--- config.mk ---
export PLATFORM = sky130hd
export DESIGN_NAME = alu_mc
export DESIGN_NICKNAME = d
export VERILOG_FILES = /design/src/rtl/alu_pkg.sv /design/src/rtl/alu_divider.sv /design/src/rtl/alu_mc.sv
export SDC_FILE = /design/constraint.sdc
export NUM_CORES = 1
export LEC_CHECK = 0
export CORE_UTILIZATION = 29
export CTS_BUF_LIST = sky130_fd_sc_hd__clkbuf_16
export DETAILED_ROUTE_END_ITERATION = 6
export GPL_TIMING_DRIVEN = 0
export SLEW_MARGIN = 25
export SYNTH_ARGS = -nofsm -noshare
export SYNTH_HDL_FRONTEND = slang
export SYNTH_SLANG_ARGS = --single-unit
--- constraint.sdc ---
create_clock -name clk -period 3.8 [get_ports clk]
set_clock_uncertainty 0.2 [all_clocks]
set_input_delay 0.57 -clock clk [delete_from_list [all_inputs] [get_ports clk]]
set_output_delay 0.57 -clock clk [all_outputs]
set_load 0.02 [all_outputs]
--- src/rtl/alu_pkg.sv ---
// ----------------------------------------------------------------------------
// alu_pkg
// Shared definitions for the multi-cycle per-thread ALU:
//   alu_op_e    - request opcode encoding (codes 5-7 are reserved)
//   alu_state_e - handshake FSM states
//   NZP_*       - bit positions of the compare flags in alu_out
// ----------------------------------------------------------------------------
package alu_pkg;

   typedef enum logic [2:0] {
      OP_ADD = 3'd0,
      OP_SUB = 3'd1,
      OP_MUL = 3'd2,
      OP_DIV = 3'd3,
      OP_CMP = 3'd4
   } alu_op_e;

   // Two bits wide so that an illegal encoding exists and is recovered from.
   typedef enum logic [1:0] {
      ST_IDLE = 2'd0,
      ST_DIV  = 2'd1
   } alu_state_e;

   localparam int NZP_N = 0;   // rs <  rt
   localparam int NZP_Z = 1;   // rs == rt
   localparam int NZP_P = 2;   // rs >  rt

endpackage

--- src/rtl/alu_divider.sv ---
// ----------------------------------------------------------------------------
// alu_divider
// Iterative unsigned restoring divider, one quotient bit per clock.
//
// Ports:
//   clk       in   clock
//   reset     in   synchronous active-high reset (aborts a divide in flight)
//   start     in   load dividend/divisor and begin DATA_WIDTH steps
//   dividend  in   DATA_WIDTH  numerator (captured on start)
//   divisor   in   DATA_WIDTH  denominator (captured on start, must be != 0)
//   done      out  high in the cycle whose closing edge performs the last step
//   quotient  out  DATA_WIDTH  quotient produced by that last step
//
// done and quotient are combinational look-ahead of the final step, so the
// parent can register the quotient on the very edge the counter reaches 0.
// ----------------------------------------------------------------------------
module alu_divider #(
   parameter int DATA_WIDTH = 8,
   parameter int CNT_W      = $clog2(DATA_WIDTH + 1)
) (
   input  logic                  clk,
   input  logic                  reset,
   input  logic                  start,
   input  logic [DATA_WIDTH-1:0] dividend,
   input  logic [DATA_WIDTH-1:0] divisor,
   output logic                  done,
   output logic [DATA_WIDTH-1:0] quotient
);

   logic [CNT_W-1:0]      cnt_q;
   logic [DATA_WIDTH-1:0] rem_q;    // partial remainder, always < divisor
   logic [DATA_WIDTH-1:0] quo_q;    // dividend bits shift out the top, quotient bits in the bottom
   logic [DATA_WIDTH-1:0] dvs_q;

   logic [DATA_WIDTH:0]   rem_shift;
   logic                  fits;
   logic [DATA_WIDTH-1:0] rem_d;
   logic [DATA_WIDTH-1:0] quo_d;

   always_comb begin
      rem_shift = {rem_q, quo_q[DATA_WIDTH-1]};
      fits      = (rem_shift >= {1'b0, dvs_q});
      // When the divisor fits, the difference is below the divisor and so
      // fits in DATA_WIDTH bits; the dropped carry is always zero.
      rem_d     = fits ? (rem_shift[DATA_WIDTH-1:0] - dvs_q) : rem_shift[DATA_WIDTH-1:0];
      quo_d     = {quo_q[DATA_WIDTH-2:0], fits};
   end

   assign done     = (cnt_q == CNT_W'(1));
   assign quotient = quo_d;

   always_ff @(posedge clk) begin
      if (reset) begin
         cnt_q <= '0;
         rem_q <= '0;
         quo_q <= '0;
         dvs_q <= '0;
      end else if (start) begin
         cnt_q <= CNT_W'(DATA_WIDTH);
         rem_q <= '0;
         quo_q <= dividend;
         dvs_q <= divisor;
      end else if (cnt_q != '0) begin
         cnt_q <= cnt_q - CNT_W'(1);
         rem_q <= rem_d;
         quo_q <= quo_d;
      end
   end

endmodule

--- src/rtl/alu_mc.sv ---
// ----------------------------------------------------------------------------
// alu_mc
// Multi-cycle per-thread ALU: ADD/SUB/MUL/CMP complete in one cycle, DIV runs
// an iterative divider and completes DATA_WIDTH+1 cycles after accept.
//
// Ports:
//   clk         in   clock
//   reset       in   synchronous active-high reset
//   enable      in   thread active; gates acceptance only
//   req_valid   in   request present
//   req_ready   out  request can be accepted this cycle
//   req_op      in   3   0=ADD 1=SUB 2=MUL 3=DIV 4=CMP, 5-7 behave as ADD
//   rs, rt      in   DATA_WIDTH operands, captured at accept
//   resp_valid  out  one-cycle response pulse
//   alu_out     out  DATA_WIDTH result, held until the next response
//   div_zero    out  last response was a DIV by zero, held likewise
// ----------------------------------------------------------------------------
module alu_mc
   import alu_pkg::*;
#(
   parameter int DATA_WIDTH = 8,
   parameter int CNT_W      = $clog2(DATA_WIDTH + 1)
) (
   input  logic                  clk,
   input  logic                  reset,
   input  logic                  enable,
   input  logic                  req_valid,
   output logic                  req_ready,
   input  logic [2:0]            req_op,
   input  logic [DATA_WIDTH-1:0] rs,
   input  logic [DATA_WIDTH-1:0] rt,
   output logic                  resp_valid,
   output logic [DATA_WIDTH-1:0] alu_out,
   output logic                  div_zero
);

   alu_state_e            state_q;
   logic [DATA_WIDTH-1:0] alu_out_q;
   logic                  div_zero_q;
   logic                  resp_valid_q;

   logic [DATA_WIDTH-1:0] alu_out_d;
   logic                  div_zero_d;
   logic [DATA_WIDTH-1:0] mul_lo;
   logic [2:0]            nzp;

   alu_op_e               op;
   logic                  accept;
   logic                  div_start;
   logic                  div_done;
   logic [DATA_WIDTH-1:0] div_quotient;

   assign op        = alu_op_e'(req_op);
   // Ready depends only on state/enable/reset, never on req_valid.
   assign req_ready = enable && (state_q == ST_IDLE) && !reset;
   assign accept    = req_valid && req_ready;
   // Divide by zero is answered in one cycle without touching the divider.
   assign div_start = accept && (op == OP_DIV) && (rt != '0);

   alu_divider #(
      .DATA_WIDTH (DATA_WIDTH),
      .CNT_W      (CNT_W)
   ) u_divider (
      .clk      (clk),
      .reset    (reset),
      .start    (div_start),
      .dividend (rs),
      .divisor  (rt),
      .done     (div_done),
      .quotient (div_quotient)
   );

   // Product truncated to the low half by the DATA_WIDTH-wide context.
   assign mul_lo = rs * rt;

   // Single-cycle datapath result for the operation being accepted.
   always_comb begin
      nzp           = '0;
      nzp[NZP_N]    = (rs < rt);
      nzp[NZP_Z]    = (rs == rt);
      nzp[NZP_P]    = (rs > rt);
      alu_out_d     = rs + rt;
      div_zero_d    = 1'b0;
      case (op)
         OP_SUB: alu_out_d = rs - rt;
         OP_MUL: alu_out_d = mul_lo;
         OP_DIV: begin
            // Only consumed when rt == 0; a real divide goes to the divider.
            alu_out_d  = '1;
            div_zero_d = 1'b1;
         end
         OP_CMP: alu_out_d = DATA_WIDTH'(nzp);
         default: ;
      endcase
   end

   always_ff @(posedge clk) begin
      if (reset) begin
         state_q      <= ST_IDLE;
         alu_out_q    <= '0;
         div_zero_q   <= 1'b0;
         resp_valid_q <= 1'b0;
      end else begin
         resp_valid_q <= 1'b0;
         case (state_q)
            ST_IDLE: begin
               if (accept) begin
                  if (div_start) begin
                     state_q <= ST_DIV;
                  end else begin
                     alu_out_q    <= alu_out_d;
                     div_zero_q   <= div_zero_d;
                     resp_valid_q <= 1'b1;
                  end
               end
            end
            ST_DIV: begin
               if (div_done) begin
                  alu_out_q    <= div_quotient;
                  div_zero_q   <= 1'b0;
                  resp_valid_q <= 1'b1;
                  state_q      <= ST_IDLE;
               end
            end
            default: state_q <= ST_IDLE;
         endcase
      end
   end

   assign resp_valid = resp_valid_q;
   assign alu_out    = alu_out_q;
   assign div_zero   = div_zero_q;

endmodule

==> out/results.ini <==
[timing]
hold_viol = 0
worst_slack_ns = -0.05229
slew_violations = 0
period_share_pct = 101.4
setup_viol = 1
rsz0062_at_grt = yes
finalCriticalPeriod_ns = 3.852
slew-limit-headroom_pct = 51.95
max_freq_mhz = 259.6
fin_setup_tns_ns = -0.05229
worst_pin_slew_ns = 0.7027

[power]
power_frac_comb_pct = 56.8
swShare_pct = 42.40
p_int_uw = 1364
irDropWorstVdd_mv = 0.2445
power_switching_uw = 1004
pwr_density_cell_nw_per_um2 = 476.9
p_leak_uw = 0.002000
p_clk_share_pct = 20.7
pwr-share-seq_pct = 22.5

[setup_path]
cp_top_family = adder cells
worst-path-stages = 17
worst-r2r-cell-count = 10
slowest_delay_ns = 0.51
crit_top_cell = inv_2
critPathCaptureType = register
start_kind = input port
cp_slowest_cell = fa_1
crit_start = rt[2]
r2r_start = u_divider.dvs_q[1]$_SDFFE_PP0P_
crit_chain = buf_12 -> ha_4 -> inv_2 -> fa_2 -> inv_2 -> fa_1 -> ha_1 -> inv_2 -> fa_1 -> inv_2 -> ha_4 -> a21o_1 -> a21oi_4 -> xnor2_2 -> xnor2_2 -> o21bai_1 -> a311oi_1
required_ns = 3.80
cp_max_fo = 5
arrival_ns = 3.85
crit_type = input port to register
crit_buf_inv = 5

[drt]
postRouteAntennaNets = 0
vias_per_cell = 5.033
finalWirelength_um = 10870
routedWlPerCell_um = 14.77
drtIter0Drc = 191
drc = 0
vias = 3704
drt_pre_antenna_iters = 4

[logic_synthesis]
postSynthAreaPerCell_um2 = 7.817
synth-main-ff-cell = dfxtp_1
async_flop_share_pct = 0
synth_common_cells = inv_1, nor2_1, nand2_1
ys_seq_elements = 39
yosys.area.top_type_share_pct = 19.62
synth-edff-count = 0
syn_area_um2 = 3979
synth_seq_area_share_pct = 19.62
postSynthCellCount = 509
ys.warnings.count = 0
yosysUniqueCellTypes = 67
synth_area_leaders = dfxtp_1, ha_1, fa_1
yosys.area.top_type = dfxtp_1
syn_nets = 589
synth_most_common_cell = inv_1

[clock_network]
cts_tree = done
cts_sinks = 39
cts_htree_levels = 2
cts_buffer_depth = 2
clock_latency_ns = 0.29
path_clk_slew_ns = 0.07
numCtsBuffers = 5
root_buffer = clkbuf_16

[layout]
synthToLayoutAreaGrowth_pct = 24.78
drive_above_1_share_pct = 17.14
n_antenna_cell = 0
nNetsFinal = 639
post-route-util_pct = 37.34

[global_routing]
grt_max_degree = 14
grt_pass1_vias = 3658
antenna_found_initial = 0
grt_overflow_total = 0
grt_pass1_wl_um = 18050
grt_usage_pct = 15.84

[place]
numPortBuffers = 32
place.gp.congestion = 0.8821
dp_hpwl_um = 8586

[hold_path]
min_delay_path_depth = 2
holdCritStartpoint = u_divider.rem_q[7]$_SDFFE_PP0P_
hp-class = register to register

[floorplanning]
die-area_um2 = 14190
die_w_um = 119.1
num_rows = 42
start_util_pct = 29.93
die_h_um = 119.1
core_area_um2 = 13300
boundaryPins = 34

[job]
cap_violations = 0

[outcome]
status = finished with violations
violations = setup timing

-- per-layer routing --
metal	vias up	GRT usage [%]	wire length [µm]
met2	84	25.98	4913
met5	-	0	0
li1	1850	-	-
met1	1758	21.82	5359
met4	0	3.560	143
met3	12	2.299	455
-- cells by family after synthesis --
logic type / count (synthesis) / share of synthesized area (%)
AND/OR/NAND/NOR: 167 / 20.66
AO/OA/AOI/OAI: 135 / 22.89
buffers and inverters: 78 / 8.522
adder cells (fa/ha/maj): 57 / 20.75
flip-flops: 39 / 19.62
XOR/XNOR: 24 / 5.283
multiplexers: 9 / 2.264
-- layout by cell type (no fill, tap or decap), drive strengths merged, types with 12 or more instances in the layout --
cell type and n:
nor2 50, inv 56, xnor2 19, dfxtp 39
nand2 47, ha 42, clkdlybuf4s50 18, a21oi 40
and2 12, o21ai 28, nor3 12, buf 34
fa 15, clkbuf 17
-- power groups by stage --
stage | clock network, µW | registers (µW) | logic [µW]
2_1_floorplan | 0 | 532 | 956
3_3_place_gp | 0 | 539 | 1240
3_5_place_dp | 0 | 540 | 1260
4_1_cts | 493 | 533 | 1310
5_1_grt | 511 | 543 | 1500
6_report | 490 | 533 | 1350
-- sequential cells by signal, summed over array words and instances (netlist names) --
signal / cells
alu_out: 8
div_zero: 1
resp_valid: 1
state_q: 1
u_divider.cnt_q: 4
u_divider.dvs_q: 8
u_divider.quo_q: 8
u_divider.rem_q: 8
-- worst paths after layout --
check / to / slack [ns]
setup reg to reg: alu_out[0]$_SDFFE_PP0P_ / 1.22
hold / removal: u_divider.rem_q[7]$_SDFFE_PP0P_ / 0.27
setup / recovery: alu_out[7]$_SDFFE_PP0P_ / -0.05
hold reg to reg: u_divider.rem_q[7]$_SDFFE_PP0P_ / 0.27
-- worst register-to-register path: stages (launching register included) --
cell,delay [ns]
dfxtp_1,0.36
inv_1,0.07
ha_1,0.30
nor2b_1,0.14
o21a_1,0.19
o21ai_2,0.18
a21oi_2,0.13
or2_1,0.23
buf_2,0.19
a221oi_1,0.38
nor3_1,0.09
-- cell type report --
class	count	area, µm²
timing repair buffer	43	439.2
clock inverter	3	42.54
inverter	55	216.5
buffer	23	132.6
tap	176	220.2
sequential	39	780.7
multi-input combinational	392	3008
clock buffer	5	125.1
fill	1339	8330
-- through the flow --
stage | total power (µW) | worst slack (ns) | cell area (µm²) | hold slack (ns) | cells
floorplan | 1488 | 0.01409 | 4050 | 0.2322 | 509
global placement | 1780 | -1.166 | 4591 | 0.2414 | 717
detailed placement | 1800 | -1.188 | 4591 | 0.2554 | 717
CTS | 2341 | -0.02749 | 4885 | 0.2662 | 735
global route | 2552 | -0.1958 | 4965 | 0.2932 | 736
finish | 2367 | -0.05229 | 4965 | 0.2693 | 736
-- what timing repair did --
action                     4_1_cts  5_1_grt
setup endpoints to repair        5        4
setup buffers                   10        1
pin swaps                       17       14
resized for setup               87       28
hold buffers                     0        0
Power figures use the tool's default switching activity.
